--- src/rtl/multi_edge_sync_pkg.sv ---
// Shared types and limits for the multi-channel
// synchronizer / edge-event catcher.
package multi_edge_sync_pkg;

  typedef enum logic [1:0] {
    EDGE_RISE = 2'd0,
    EDGE_FALL = 2'd1,
    EDGE_BOTH = 2'd2
  } edge_mode_e;

  localparam int MIN_SYNC_STAGES = 2;

endpackage

--- src/rtl/edge_sync_chan.sv ---
// One channel: sync chain, optional debounce
// (MULTI_EDGE_SYNC_DEBOUNCE_EN), edge detect, sticky pending/overflow.
// Ports: clk, reset_n, async_in, ack -> sync_level,
// edge_pulse, pending, overflow.
module edge_sync_chan
  import multi_edge_sync_pkg::*;
#(
  parameter int         SYNC_STAGES     = 2,
  parameter edge_mode_e EDGE_MODE       = EDGE_RISE,
  parameter int         DEBOUNCE_CYCLES = 4
) (
  input  logic clk,
  input  logic reset_n,
  input  logic async_in,
  input  logic ack,
  output logic sync_level,
  output logic edge_pulse,
  output logic pending,
  output logic overflow
);

  if (SYNC_STAGES < MIN_SYNC_STAGES ||
      DEBOUNCE_CYCLES < 1) begin : g_bad_cfg
    $error("edge_sync_chan: bad SYNC_STAGES/DEBOUNCE_CYCLES");
  end

  logic [SYNC_STAGES-1:0] sync_q;
  logic                   sync_last;
  logic                   prev;
  logic                   event_hit;

  always_ff @(posedge clk or negedge reset_n) begin
    if (!reset_n) begin
      sync_q <= '0;
    end else begin
      sync_q <= {sync_q[SYNC_STAGES-2:0], async_in};
    end
  end

  assign sync_last = sync_q[SYNC_STAGES-1];

`ifdef MULTI_EDGE_SYNC_DEBOUNCE_EN
  localparam int CW = $clog2(DEBOUNCE_CYCLES + 1);
  localparam logic [CW-1:0] DB_MAX = CW'(DEBOUNCE_CYCLES);

  logic [CW-1:0] db_cnt;
  logic [CW-1:0] db_nxt;
  logic          db_level;

  assign db_nxt = db_cnt + CW'(1);

  // Level flips only after DEBOUNCE_CYCLES consecutive
  // cycles of disagreement; any agreement restarts the count.
  always_ff @(posedge clk or negedge reset_n) begin
    if (!reset_n) begin
      db_cnt   <= '0;
      db_level <= 1'b0;
    end else if (sync_last == db_level) begin
      db_cnt <= '0;
    end else if (db_nxt == DB_MAX) begin
      db_cnt   <= '0;
      db_level <= ~db_level;
    end else begin
      db_cnt <= db_nxt;
    end
  end

  assign sync_level = db_level;
`else
  assign sync_level = sync_last;
`endif

  always_comb begin
    event_hit = 1'b0;
    case (EDGE_MODE)
      EDGE_RISE: event_hit = sync_level & ~prev;
      EDGE_FALL: event_hit = ~sync_level & prev;
      EDGE_BOTH: event_hit = sync_level ^ prev;
      default:   event_hit = 1'b0;
    endcase
  end

  always_ff @(posedge clk or negedge reset_n) begin
    if (!reset_n) begin
      prev       <= 1'b0;
      edge_pulse <= 1'b0;
      pending    <= 1'b0;
      overflow   <= 1'b0;
    end else begin
      prev       <= sync_level;
      edge_pulse <= event_hit;
      if (event_hit) begin
        pending <= 1'b1;
        // A fresh event replaces an acknowledged one.
        if (ack) begin
          overflow <= 1'b0;
        end else if (pending) begin
          overflow <= 1'b1;
        end
      end else if (ack) begin
        pending  <= 1'b0;
        overflow <= 1'b0;
      end
    end
  end

endmodule

--- src/rtl/multi_edge_sync.sv ---
// NUM_CH independent edge_sync_chan channels plus any_pending.
// Debounce is built in with MULTI_EDGE_SYNC_DEBOUNCE_EN defined.
// Ports: clk, reset_n, async_in, ack -> sync_level,
// edge_pulse, pending, overflow, any_pending.
module multi_edge_sync
  import multi_edge_sync_pkg::*;
#(
  parameter int         NUM_CH          = 4,
  parameter int         SYNC_STAGES     = 2,
  parameter edge_mode_e EDGE_MODE       = EDGE_RISE,
  parameter int         DEBOUNCE_CYCLES = 4
) (
  input  logic              clk,
  input  logic              reset_n,
  input  logic [NUM_CH-1:0] async_in,
  output logic [NUM_CH-1:0] sync_level,
  output logic [NUM_CH-1:0] edge_pulse,
  output logic [NUM_CH-1:0] pending,
  input  logic [NUM_CH-1:0] ack,
  output logic [NUM_CH-1:0] overflow,
  output logic              any_pending
);

  for (genvar i = 0; i < NUM_CH; i++) begin : g_ch
    edge_sync_chan #(
      .SYNC_STAGES     (SYNC_STAGES),
      .EDGE_MODE       (EDGE_MODE),
      .DEBOUNCE_CYCLES (DEBOUNCE_CYCLES)
    ) u_chan (
      .clk        (clk),
      .reset_n    (reset_n),
      .async_in   (async_in[i]),
      .ack        (ack[i]),
      .sync_level (sync_level[i]),
      .edge_pulse (edge_pulse[i]),
      .pending    (pending[i]),
      .overflow   (overflow[i])
    );
  end

  assign any_pending = |pending;

endmodule
--- config.mk ---
export PLATFORM = sky130hd
export DESIGN_NAME = multi_edge_sync
export DESIGN_NICKNAME = d
export VERILOG_FILES = /design/src/rtl/multi_edge_sync_pkg.sv /design/src/rtl/edge_sync_chan.sv /design/src/rtl/multi_edge_sync.sv
export SDC_FILE = /design/constraint.sdc
export NUM_CORES = 1
export LEC_CHECK = 0
export ABC_AREA = 1
export BUFFER_PORTS_ARGS = -buffer_cell sky130_fd_sc_hd__buf_2
export CAP_MARGIN = 20
export CORE_MARGIN = 2
export CORE_UTILIZATION = 50
export CTS_BUF_LIST = sky130_fd_sc_hd__clkbuf_8
export DETAILED_ROUTE_END_ITERATION = 10
export PLACE_DENSITY = 0.75
export SYNTH_ARGS = -nofsm -noshare
export SYNTH_HDL_FRONTEND = slang
export SYNTH_SLANG_ARGS = --single-unit
--- constraint.sdc ---
create_clock -name clk -period 0.9 [get_ports clk]
set_input_delay 0.09 -clock clk [delete_from_list [all_inputs] [get_ports clk]]
set_output_delay 0.09 -clock clk [all_outputs]
set_load 0.02 [all_outputs]
* Word-level counts from Yosys, hierarchy flattened
Index checks and enable logic that the tools add are counted.
Word-level totals: register bits 24, output and inout port bits 17, logic and storage cells 61
Cells by class: reduce and logical (&&, ||, !) cells 13, multiplexer cells 20, bitwise operators 8
Operators with widths (number):
- 1-bit 2-to-1 mux | 20
- 2-bit nonzero test | 8
- 2-bit AND reduction | 4
- 1-bit bitwise AND | 4
- 1-bit NOT | 4
- 4-bit OR reduction | 1

* Longest topological paths before layout
Gate-level depths: netlist of run 1.
word-level depth 4, gate-level depth with buffers 4

* Hierarchy
Synthesis of run 1 repeated with hierarchy kept, for this count alone.
Second synthesis, totals: cell total of the unflattened synthesis 67, area, all modules 777.0 sq um
Modules (own cells, without submodules):
- edge_sync_chan | cells an instance 16, seq. area each 150.1 sq um, area each 191.4 sq um, times used 4
- multi_edge_sync | cells an instance 3, seq. area each 0.0 sq um, area each 11.3 sq um, times used 1

* Worst setup path after synthesis of run 1
Ideal clock, no wire load.
path kind reg-to-output, start register g_ch[2].u_chan.pending, end output port any_pending, path buffers 0, required time 810 ps, path slack 147 ps, cell stages (with the launch flop) 3, data arrival time 663 ps, cell sequence dfrtp_1 -> inv_1 -> nand4_1
Between the ends: longest elaborated chain between the ends 1
Ends and longest elaborated chain:
- start: declaration | line edge_sync_chan.sv:18 | output logic pending,
- start signal: assignment | line edge_sync_chan.sv:87 | pending <= 1'b0;
- start signal: assignment | line edge_sync_chan.sv:93 | pending <= 1'b1;
- start signal: assignment | line edge_sync_chan.sv:101 | pending <= 1'b0;
- 4-bit OR reduction | line multi_edge_sync.sv:41 | assign any_pending = |pending;
- end: declaration | line multi_edge_sync.sv:21 | output logic any_pending
Every way passes these cells.

* Worst setup path in the final report of run 1
Same ends and word-level chain as after synthesis.

==> flow_metrics.env, run 1 <==
export IMPL_die_area_um2=2138
export IMPL_min_path_type="in -> reg"
export IMPL_antenna_found_initial=0
export IMPL_failed_checks="setup timing"
export IMPL_synthCells=81
export IMPL_worst_hold_slack_ns=0.08184
export IMPL_dp_hpwl_um=842.8
export IMPL_fp_dieH_um=46.24
export IMPL_startpoint_type="register"
export IMPL_period_needed_ns=1.048
export IMPL_die_w_um=46.24
export IMPL_multi_input_area_um2=126.4
export IMPL_fmax_mhz=954.4
export IMPL_ios=27
export IMPL_cap_viol_max_count=0
export IMPL_synthDistinctLibCells=8
export IMPL_grt_total_usage_pct=14.96
export IMPL_p_leak_nw=0.6447
export IMPL_diodes=0
export IMPL_mostFrequentLayoutCell="dfrtp_1"
export IMPL_reg2reg_to="g_ch[2].u_chan.overflow$_DFFE_PN0P_"
export IMPL_final_cell_mix="24 x dfrtp_1, 16 x nand2_1, 16 x buf_6"
export IMPL_yosys_warnings=0
export IMPL_via_per_inst=4.133
export IMPL_htreeDepth=1
export IMPL_dr_total_vias=558
export IMPL_arrival_ns=0.96
export IMPL_area_delta_synth_final_pct=35.76
export IMPL_maxSlewHeadroom_pct=66.42
export IMPL_syn_avg_cell_area_um2=11.01
export IMPL_setup_viol=5
export IMPL_cts_buffer_depth=2
export IMPL_drive_gt1_share_pct=46.36
export IMPL_place_congestion=0.6635
export IMPL_fin_crit_sh_pct=116.4
export IMPL_hold_viol=0
export IMPL_reg2regPathDepth=5
export IMPL_final_seq_area_um2=600.6
export IMPL_drc=0
export IMPL_grt_pass1_vias=541
export IMPL_worstMarginPinSlew_ns=0.5038
export IMPL_grt_pass1_wl_um=2125
export IMPL_path_clk_slew_ns=0.08
export IMPL_clock_sinks=24
export IMPL_finalMaxSlewViolations=0
export IMPL_post_drt_wl_per_cell_um=9.348
export IMPL_gr_total_overflow=0
export IMPL_critPathKind="reg -> out"
export IMPL_status="finished, violations left"
export IMPL_ant_nets=0
export IMPL_cts_root_buf="clkbuf_8"
export IMPL_portBuffers=26
export IMPL_clkLatencyLatePin_ns=0.26
export IMPL_drtIter0Drc=2
export IMPL_fill_cells=127
export IMPL_synthesis_area_um2=892.1
export IMPL_drt_total_wl_um=1262
export IMPL_pre_cts_slack_ns=0.1148
export IMPL_rrSetupSlack_ns=0.05
export IMPL_grt_max_degree=25
export IMPL_finClkSkew_ns=0.0009482
export IMPL_rsz0062_at_grt="true"
export IMPL_critical_path_reg2reg_startpoint="g_ch[2].u_chan.sync_q[1]$_DFF_PN0_"
export IMPL_seq_area_frac_synth_pct=67.32
export IMPL_ys_ff_latch=24
export IMPL_rows=15
export IMPL_syn_nets=91
export IMPL_hold_depth=4
export IMPL_critPathLaunch="g_ch[2].u_chan.pending$_DFFE_PN0P_"
export IMPL_fin_ws_ns=-0.1477
export IMPL_critPathCapture="any_pending"
export IMPL_tritoncts="done"
export IMPL_powerDensity_nw_per_um2=1833
export IMPL_ir_drop_mv=1.491
export IMPL_core_um2=1708
export IMPL_numCtsBuffers=3
export IMPL_start_util_pct=52.23
export IMPL_dr_pass1_iters=4
export IMPL_required_ns=0.81
export IMPL_crit_path_end_kind="output pin"
export IMPL_crit_fanout=2
export IMPL_fin_nets=121
synth_stat cells:
library cell,count,area (um^2)
nand2_1,16,60.06
nor2_2,4,25.02
buf_4,16,120.1
o21ai_0,4,20.02
dfrtp_1,24,600.6
nor2_1,4,15.01
inv_1,12,45.04
nand4_1,1,6.260
final cells by class:
class                   count  area share (%)
clock buffers               4           4.545
inverters                  12           3.719
multi-input cells          29           10.43
flip-flops and latches     24           49.59
well taps                  25           2.583
repair buffers             41           29.13
state kept, by name, indices dropped and copies added (netlist names):
register                flops
g_ch.u_chan.sync_q          8
g_ch.u_chan.edge_pulse      4
g_ch.u_chan.overflow        4
g_ch.u_chan.pending         4
g_ch.u_chan.prev            4
where the power goes:
group | total (W) | switching, W | leakage, nW | internal [W]
logic | 0.000341 | 0.000164 | 0.322 | 0.000177
clock network | 0.000702 | 0.000312 | 0.0288 | 0.000389
registers | 0.00118 | 0.0000368 | 0.294 | 0.00114
total | 0.00222 | 0.000513 | 0.645 | 0.00171
kinds of logic (layout without fill, tap and decap cells):
logic type	after synthesis	in the layout	share of synthesized area [%]
buffers and inverters	28	57	18.51
and+or+nand+nor	25	25	11.92
DFF	24	24	67.32
AOI/OAI and AO/OA	4	4	2.244
critical path: stages, from the launching register on:
cell     delay, ns
dfrtp_1       0.39
inv_2         0.06
nand4_1       0.09
buf_4         0.16
routing by layer:
metal | part of all wire (%) | GRT usage [%]
met2 | 50 | 23.06
met1 | 43 | 18.18
met4 | 0.71 | 10.29
met3 | 5.6 | 3.922
met5 | 0 | 0
how the worst min path moves through the flow:
stage / start / to
after floorplan: reset_n / g_ch[0].u_chan.edge_pulse$_DFF_PN0_
after global placement: reset_n / g_ch[1].u_chan.edge_pulse$_DFF_PN0_
after detailed placement: reset_n / g_ch[1].u_chan.overflow$_DFFE_PN0P_
after CTS: ack[0] / g_ch[0].u_chan.overflow$_DFFE_PN0P_
after global routing: ack[2] / g_ch[2].u_chan.overflow$_DFFE_PN0P_
final: ack[0] / g_ch[0].u_chan.overflow$_DFFE_PN0P_
stage by stage:
| stage | instance area (um^2) | power, W | utilization (%) | cells | TNS (ns) |
|---|---|---|---|---|---|
| 6_report | 1211 | 0.002220 | 70.92 | 135 | -0.5402 |
| 5_1_grt | 1211 | 0.002330 | 70.92 | 135 | -0.8859 |
| 4_1_cts | 1159 | 0.002208 | 67.84 | 134 | -0.5497 |
| 3_5_place_dp | 933.4 | 0.001409 | 54.65 | 116 | 0 |
| 3_3_place_gp | 933.4 | 0.001404 | 54.65 | 116 | 0 |
| 2_1_floorplan | 892.1 | 0.001371 | - | 81 | 0 |
repair_timing:
action | CTS | global route
resized for setup | 19 | 19
pin swaps | 1 | 0
hold buffers | 5 | 0
setup buffers | 9 | 1
endpoints found under the setup margin | 10 | 18
endpoints found under the hold margin | 28 | 0
Power figures use the tool's default switching activity.
==> run 2: changes to the inputs <==
==> constraint.sdc (replaced) <==
create_clock -name clk -period 0.9 [get_ports clk]
set_input_delay 0.045 -clock clk [delete_from_list [all_inputs] [get_ports clk]]
set_output_delay 0.045 -clock clk [all_outputs]
set_load 0.02 [all_outputs]
==> run 2 against run 1 <==
  * The run still ends with setup timing left
  * Clock skew is essentially flat
  * Non-clock buffer count fell by 5
  * Via count is 4.1% lower
  * Total power is 2.4% lower
  * Die area unchanged
  * Worst hold slack worse by 0.048 ns
  * Design area shrank 7.3%
  * Utilization shrank 5.2 points
  * Cell count is 3.7% lower
  * Sequential share of layout area rose by 3.9 points
  * Flip-flop and latch count unchanged
  * Critical path type unchanged
  * Critical endpoint unchanged
  * Highest routed layer unchanged
==> flow_metrics.env, run 2 (same netlist as run 1, synthesis figures left out) <==
export IMPL_status="finished, violations left"
export IMPL_failed_checks="setup timing"
export IMPL_drt_total_wl_um=1223
export IMPL_portBuffers=26
export IMPL_startpoint_type="register"
export IMPL_setup_viol=4
export IMPL_grt_max_degree=25
export IMPL_clock_sinks=24
export IMPL_hold_end="g_ch[0].u_chan.overflow$_DFFE_PN0P_"
export IMPL_fin_nets=116
export IMPL_drtIter0Drc=3
export IMPL_final_cell_mix="24 x dfrtp_1, 18 x buf_2, 16 x nand2_1"
export IMPL_fill_cells=139
export IMPL_period_needed_ns=1.003
export IMPL_htreeDepth=1
export IMPL_reg2regPathDepth=5
export IMPL_gr_total_overflow=0
export IMPL_dp_hpwl_um=842.8
export IMPL_regMostFlops="g_ch.u_chan.sync_q"
export IMPL_clkLatencyLatePin_ns=0.26
export IMPL_cap_viol_max_count=0
export IMPL_ios=27
export IMPL_dr_total_vias=535
export IMPL_crit_path_end_kind="output pin"
export IMPL_post_drt_wl_per_cell_um=9.408
export IMPL_cts_buffer_depth=2
export IMPL_crit_fanout=2
export IMPL_grt_total_usage_pct=14.23
export IMPL_place_congestion=0.6635
export IMPL_p_leak_nw=0.6133
export IMPL_fin_ws_ns=-0.1030
export IMPL_slowest_stage="dfrtp_1"
export IMPL_fin_setup_tns_ns=-0.2735
export IMPL_diodes=0
export IMPL_drive_gt1_share_pct=40.95
export IMPL_hold_depth=4
export IMPL_antenna_found_initial=0
export IMPL_final_seq_area_um2=600.6
export IMPL_finalMaxSlewViolations=0
export IMPL_pre_cts_slack_ns=0.1598
export IMPL_critical_path_reg2reg_startpoint="g_ch[2].u_chan.pending$_DFFE_PN0P_"
export IMPL_die_w_um=46.24
export IMPL_tritoncts="done"
export IMPL_grt_pass1_vias=507
export IMPL_cp_cell_sequence="inv_2 -> nand4_1 -> buf_4"
export IMPL_fin_crit_sh_pct=111.4
export IMPL_fmax_mhz=997.0
export IMPL_required_ns=0.85
export IMPL_rsz0062_at_grt="true"
export IMPL_finish_utilization_pct=65.71
export IMPL_rows=15
export IMPL_fp_dieH_um=46.24
export IMPL_numCtsBuffers=3
export IMPL_slowest_delay_ns=0.39
export IMPL_drc=0
export IMPL_multi_input_area_um2=126.4
export IMPL_hold_viol=0
export IMPL_finClkSkew_ns=0.001324
export IMPL_start_util_pct=52.23
export IMPL_die_area_um2=2138
export IMPL_via_per_inst=4.115
export IMPL_worstMarginPinSlew_ns=0.5107
export IMPL_min_path_type="in -> reg"
export IMPL_critPathKind="reg -> out"
export IMPL_cts_root_buf="clkbuf_8"
export IMPL_area_delta_synth_final_pct=25.81
export IMPL_ir_drop_mv=1.466
export IMPL_stdcell_area_um2=1122
export IMPL_path_clk_slew_ns=0.08
export IMPL_core_um2=1708
export IMPL_powerDensity_nw_per_um2=1932
export IMPL_mostFrequentLayoutCell="dfrtp_1"
export IMPL_placedInstanceArea_um2=933.4
export IMPL_reg2reg_to="g_ch[2].u_chan.overflow$_DFFE_PN0P_"
export IMPL_largest_register_ffs=8
export IMPL_hp_start="ack[0]"
export IMPL_stdcell_count=130
export IMPL_grt_pass1_wl_um=2014
export IMPL_rrSetupSlack_ns=0.13
export IMPL_maxSlewHeadroom_pct=65.96
export IMPL_arrival_ns=0.96
export IMPL_dpl_cell_count=116
export IMPL_ant_nets=0
export IMPL_dr_pass1_iters=4
[run 2: cell count changes in the layout (fill, tap and decap cells not counted), sizes merged]
cell,change
buf,-5
[run 2: worst max-delay path by stage]
stage,start,cells after the start,endpoint
3_5_place_dp,g_ch[2].u_chan.pending$_DFFE_PN0P_,3,any_pending
5_1_grt,g_ch[3].u_chan.pending$_DFFE_PN0P_,3,any_pending
6_report,g_ch[2].u_chan.pending$_DFFE_PN0P_,3,any_pending
3_3_place_gp,g_ch[2].u_chan.pending$_DFFE_PN0P_,3,any_pending
4_1_cts,g_ch[1].u_chan.pending$_DFFE_PN0P_,3,any_pending
2_1_floorplan,g_ch[2].u_chan.pending$_DFFE_PN0P_,2,any_pending
[run 2: final cells by class]
class / instances / area share, %
Sequential cell: 24 / 53.51
Timing Repair Buffer: 36 / 23.52
Multi-Input combinational cell: 29 / 11.26
Clock buffer: 4 / 4.905
Inverter: 12 / 4.013
Tap cell: 25 / 2.787
[run 2: worst max-delay path: cells and delay by family, from the launching register on]
family / cells / cell delay (ns)
buffers and inverters: 2 / 0.22
flip-flops: 1 / 0.39
AND/OR/NAND/NOR: 1 / 0.09
[run 2: per-stage QoR]
stage	hold slack (ns)	total power, W
finish	0.03361	0.002168
global route	0.04331	0.002276
CTS	0.03698	0.002170
detailed placement	0.04391	0.001409
global placement	0.03872	0.001404
floorplan	-0.2506	0.001371
[run 2: what timing repair did]
action                                 in CTS  in global routing
endpoints found under the hold margin      28                  0
setup endpoints to repair                   1                  8
resized for setup                           9                 10
hold buffers                                5                  0
buffers inserted                            4                  1
pin swaps                                   1                  0
[run 2: power by group]
part | switching, W | total [W] | internal, W
Sequential | 0.0000344 | 0.00117 | 0.00114
Clock | 0.000314 | 0.000704 | 0.000390
Combinational | 0.000155 | 0.000290 | 0.000135
Total | 0.000504 | 0.00217 | 0.00166
[run 2: per-layer routing]
metal,track usage (%),vias to the layer above,part of all wire (%)
li1,-,270,-
met1,17.19,246,44
met2,21.67,17,50
met3,3.922,2,4.9
met4,10.29,0,0.74
met5,0,-,0
==> run 3: changes to the inputs <==
--- a/config.mk
+++ b/config.mk
@@ -9,10 +9,11 @@
 export BUFFER_PORTS_ARGS = -buffer_cell sky130_fd_sc_hd__buf_2
 export CAP_MARGIN = 20
 export CORE_MARGIN = 2
-export CORE_UTILIZATION = 50
+export CORE_UTILIZATION = 49
 export CTS_BUF_LIST = sky130_fd_sc_hd__clkbuf_8
 export DETAILED_ROUTE_END_ITERATION = 10
-export PLACE_DENSITY = 0.75
+export PLACE_DENSITY = 0.76
 export SYNTH_ARGS = -nofsm -noshare
 export SYNTH_HDL_FRONTEND = slang
+export SYNTH_HIERARCHICAL = 1
 export SYNTH_SLANG_ARGS = --single-unit
==> run 3 against run 2 <==
  * The flow still finishes with violations (setup timing)
  * Critical path depth unchanged
  * First-iteration DRC count down 67%
  * Worst hold slack better by 0.019 ns
  * Routed wire length up 7.9%
  * Global-route usage up 1.6 points
  * Via count up 6.9%
  * Sequential share of layout area up 0.24 points
  * Synthesized cell count down 17%
  * Clock skew about the same
  * Non-clock buffer count up 1
  * Utilization up 9.3 points
  * Critical endpoint unchanged
  * Largest cell class unchanged
==> flow_metrics.env, run 3 <==
export IMPL_failed_checks="setup timing"
export IMPL_finClkSkew_ns=0.001230
export IMPL_critical_path_reg2reg_startpoint="g_ch[1].u_chan/pending$_DFFE_PN0P_"
export IMPL_required_ns=0.85
export IMPL_rsz0062_at_grt="true"
export IMPL_numCtsBuffers=3
export IMPL_slowest_delay_ns=0.40
export IMPL_grt_pass1_wl_um=2221
export IMPL_yosys_area_top_type="dfrtp_1"
export IMPL_drtIter0Drc=1
export IMPL_finish_utilization_pct=75.04
export IMPL_cp_cell_sequence="nor2_1 -> nand2_1 -> buf_6"
export IMPL_core_um2=1489
export IMPL_final_cell_mix="24 x dfrtp_1, 20 x buf_2, 17 x nand2_1"
export IMPL_top_layer="met3"
export IMPL_synthesis_area_um2=777.0
export IMPL_slowest_stage="dfrtp_1"
export IMPL_reg2reg_to="g_ch[1].u_chan/overflow$_DFFE_PN0P_"
export IMPL_ant_nets=0
export IMPL_fp_dieH_um=43.82
export IMPL_p_sw_share_pct=23.38
export IMPL_hold_end="g_ch[1].u_chan/overflow$_DFFE_PN0P_"
export IMPL_path_clk_slew_ns=0.07
export IMPL_internal_power_w=0.001588
export IMPL_status="finished, violations left"
export IMPL_ys_top_cells_by_count="24 x dfrtp_1, 17 x nand2_1, 12 x inv_1"
export IMPL_startpoint_type="register"
export IMPL_start_util_pct=52.18
export IMPL_seq_area_frac_synth_pct=77.29
export IMPL_grt_max_degree=25
export IMPL_ys_ff_latch=24
export IMPL_gr_total_overflow=0
export IMPL_place_congestion=0.7348
export IMPL_htreeDepth=1
export IMPL_diodes=0
export IMPL_setup_viol=7
export IMPL_drive_gt1_share_pct=39.25
export IMPL_synth_top_cell_area_share_pct=77.29
export IMPL_placedInstanceArea_um2=927.1
export IMPL_stdcell_area_um2=1117
export IMPL_syn_avg_cell_area_um2=11.60
export IMPL_pwr_share_clk_pct=27.9
export IMPL_fin_ws_ns=-0.1238
export IMPL_finalMaxSlewViolations=0
export IMPL_regMostFlops="g_ch.u_chan/sync_q"
export IMPL_clock_sinks=24
export IMPL_critPathKind="reg -> out"
export IMPL_p_leak_nw=0.6186
export IMPL_fmax_mhz=976.7
export IMPL_period_needed_ns=1.024
export IMPL_antenna_found_initial=0
export IMPL_cts_root_buf="clkbuf_8"
export IMPL_largest_register_ffs=8
export IMPL_yosys_warnings=6
export IMPL_switching_power_w=0.0004845
export IMPL_drc=0
export IMPL_die_w_um=43.82
export IMPL_ios=27
export IMPL_synth_edf_count=0
export IMPL_seqPwrFrac_pct=56.8
export IMPL_portBuffers=26
export IMPL_crit_path_end_kind="output pin"
export IMPL_worstMarginPinSlew_ns=0.5055
export IMPL_reg2regPathDepth=6
export IMPL_fin_setup_tns_ns=-0.4105
export IMPL_rrSetupSlack_ns=-0.06
export IMPL_area_delta_synth_final_pct=43.80
export IMPL_fin_nets=119
export IMPL_via_per_inst=4.650
export IMPL_fill_cells=99
export IMPL_fin_crit_sh_pct=113.8
export IMPL_cts_buffer_depth=2
export IMPL_combinationalPowerShare_pct=15.3
export IMPL_syn_nets=77
export IMPL_maxSlewHeadroom_pct=66.30
export IMPL_mostFrequentLayoutCell="dfrtp_1"
export IMPL_ir_drop_mv=1.377
export IMPL_drt_total_wl_um=1320
export IMPL_route_met3_wl_um=65
export IMPL_hold_depth=4
export IMPL_post_drt_wl_per_cell_um=10.73
export IMPL_die_area_um2=1920
export IMPL_arrival_ns=0.98
export IMPL_dp_hpwl_um=842.5
export IMPL_async_reset_ff_share_pct=100.0
export IMPL_pre_cts_slack_ns=0.1289
export IMPL_wl_met1_um=523
export IMPL_synthCells=67
export IMPL_grt_total_usage_pct=15.80
export IMPL_met2_length_um=732
export IMPL_hold_viol=0
export IMPL_clkLatencyLatePin_ns=0.25
export IMPL_synth_main_ff_cell="dfrtp_1"
export IMPL_synthTopCellsByArea="dfrtp_1 77%, nand2_1 8.2%, inv_1 5.8%, nor2_2 3.2%, nor2_1 2.9%"
export IMPL_min_path_type="in -> reg"
export IMPL_cap_viol_max_count=0
export IMPL_tritoncts="done"
export IMPL_synthDistinctLibCells=6
export IMPL_dr_total_vias=572
export IMPL_grt_pass1_vias=582
export IMPL_yosysMostFrequentCell="dfrtp_1"
export IMPL_rows=14
export IMPL_powerDensity_nw_per_um2=1855
export IMPL_hp_start="ack[1]"
export IMPL_dr_pass1_iters=4
export IMPL_crit_fanout=2
-- run 3: worst max path at each step --
stage	start	end	slack [ns]	cells after the start
2_1_floorplan	g_ch[0].u_chan/sync_q[1]$_DFF_PN0_	g_ch[0].u_chan/overflow$_DFFE_PN0P_	0.12	4
3_3_place_gp	g_ch[1].u_chan/pending$_DFFE_PN0P_	any_pending	0.16	3
3_5_place_dp	g_ch[3].u_chan/pending$_DFFE_PN0P_	any_pending	0.13	3
4_1_cts	g_ch[2].u_chan/pending$_DFFE_PN0P_	any_pending	-0.11	3
5_1_grt	g_ch[1].u_chan/pending$_DFFE_PN0P_	any_pending	-0.17	3
6_report	g_ch[2].u_chan/pending$_DFFE_PN0P_	any_pending	-0.12	3
-- run 3: what timing repair did --
item	4_1_cts	5_1_grt
resized for setup	6	14
hold buffers	5	0
endpoints found under the setup margin	1	11
endpoints found under the hold margin	28	0
gates cloned	0	0
setup buffers	5	1
pin swaps	1	2
-- run 3: kinds of logic (layout without fill, tap and decap cells) --
| logic type | count (synthesis) | after routing | synth area share [%] |
|---|---|---|---|
| simple gates | 27 | 27 | 14.33 |
| flops | 24 | 24 | 77.30 |
| buf+inv | 12 | 52 | 5.797 |
| compound gates | 4 | 4 | 2.577 |
-- run 3: power by group through the flow --
stage               clock [W]  sequential [W]  combinational, W
detailed placement          0         0.00120          0.000215
floorplan                   0         0.00125         0.0000557
finish               0.000579         0.00118          0.000317
global placement            0         0.00119          0.000213
global route         0.000665         0.00118          0.000348
CTS                  0.000610         0.00117          0.000284
-- run 3: per-stage QoR --
step                      hold slack [ns]  cells  power, W
after floorplan                   -0.2506     67  0.001310
after global placement            0.04197    109  0.001407
after detailed placement          0.04454    109  0.001414
after CTS                         0.04215    122  0.002065
after global routing              0.05112    123  0.002197
final                             0.05255    123  0.002072
-- run 3: critical path: cells and delay by family, from the launching register on --
family,cells,cell delay [ns]
buf+inv,1,0.13
simple gates,2,0.20
flops,1,0.40
-- run 3: cell type report --
class | count | area [um^2] | share of cell area, %
clock buffers | 3 | 41.29 | 3.695
inverters | 12 | 45.04 | 4.031
multi-input cells | 31 | 136.4 | 12.21
flip-flops and latches | 24 | 600.6 | 53.75
well taps | 16 | 20.02 | 1.792
repair buffers | 37 | 274.0 | 24.52
-- run 3: layer usage --
metal | vias up | GRT usage, %
met2 | 20 | 29.12
met1 | 276 | 17.85
met5 | - | 0
met3 | 0 | 4.167
li1 | 276 | -
met4 | 0 | 4.242
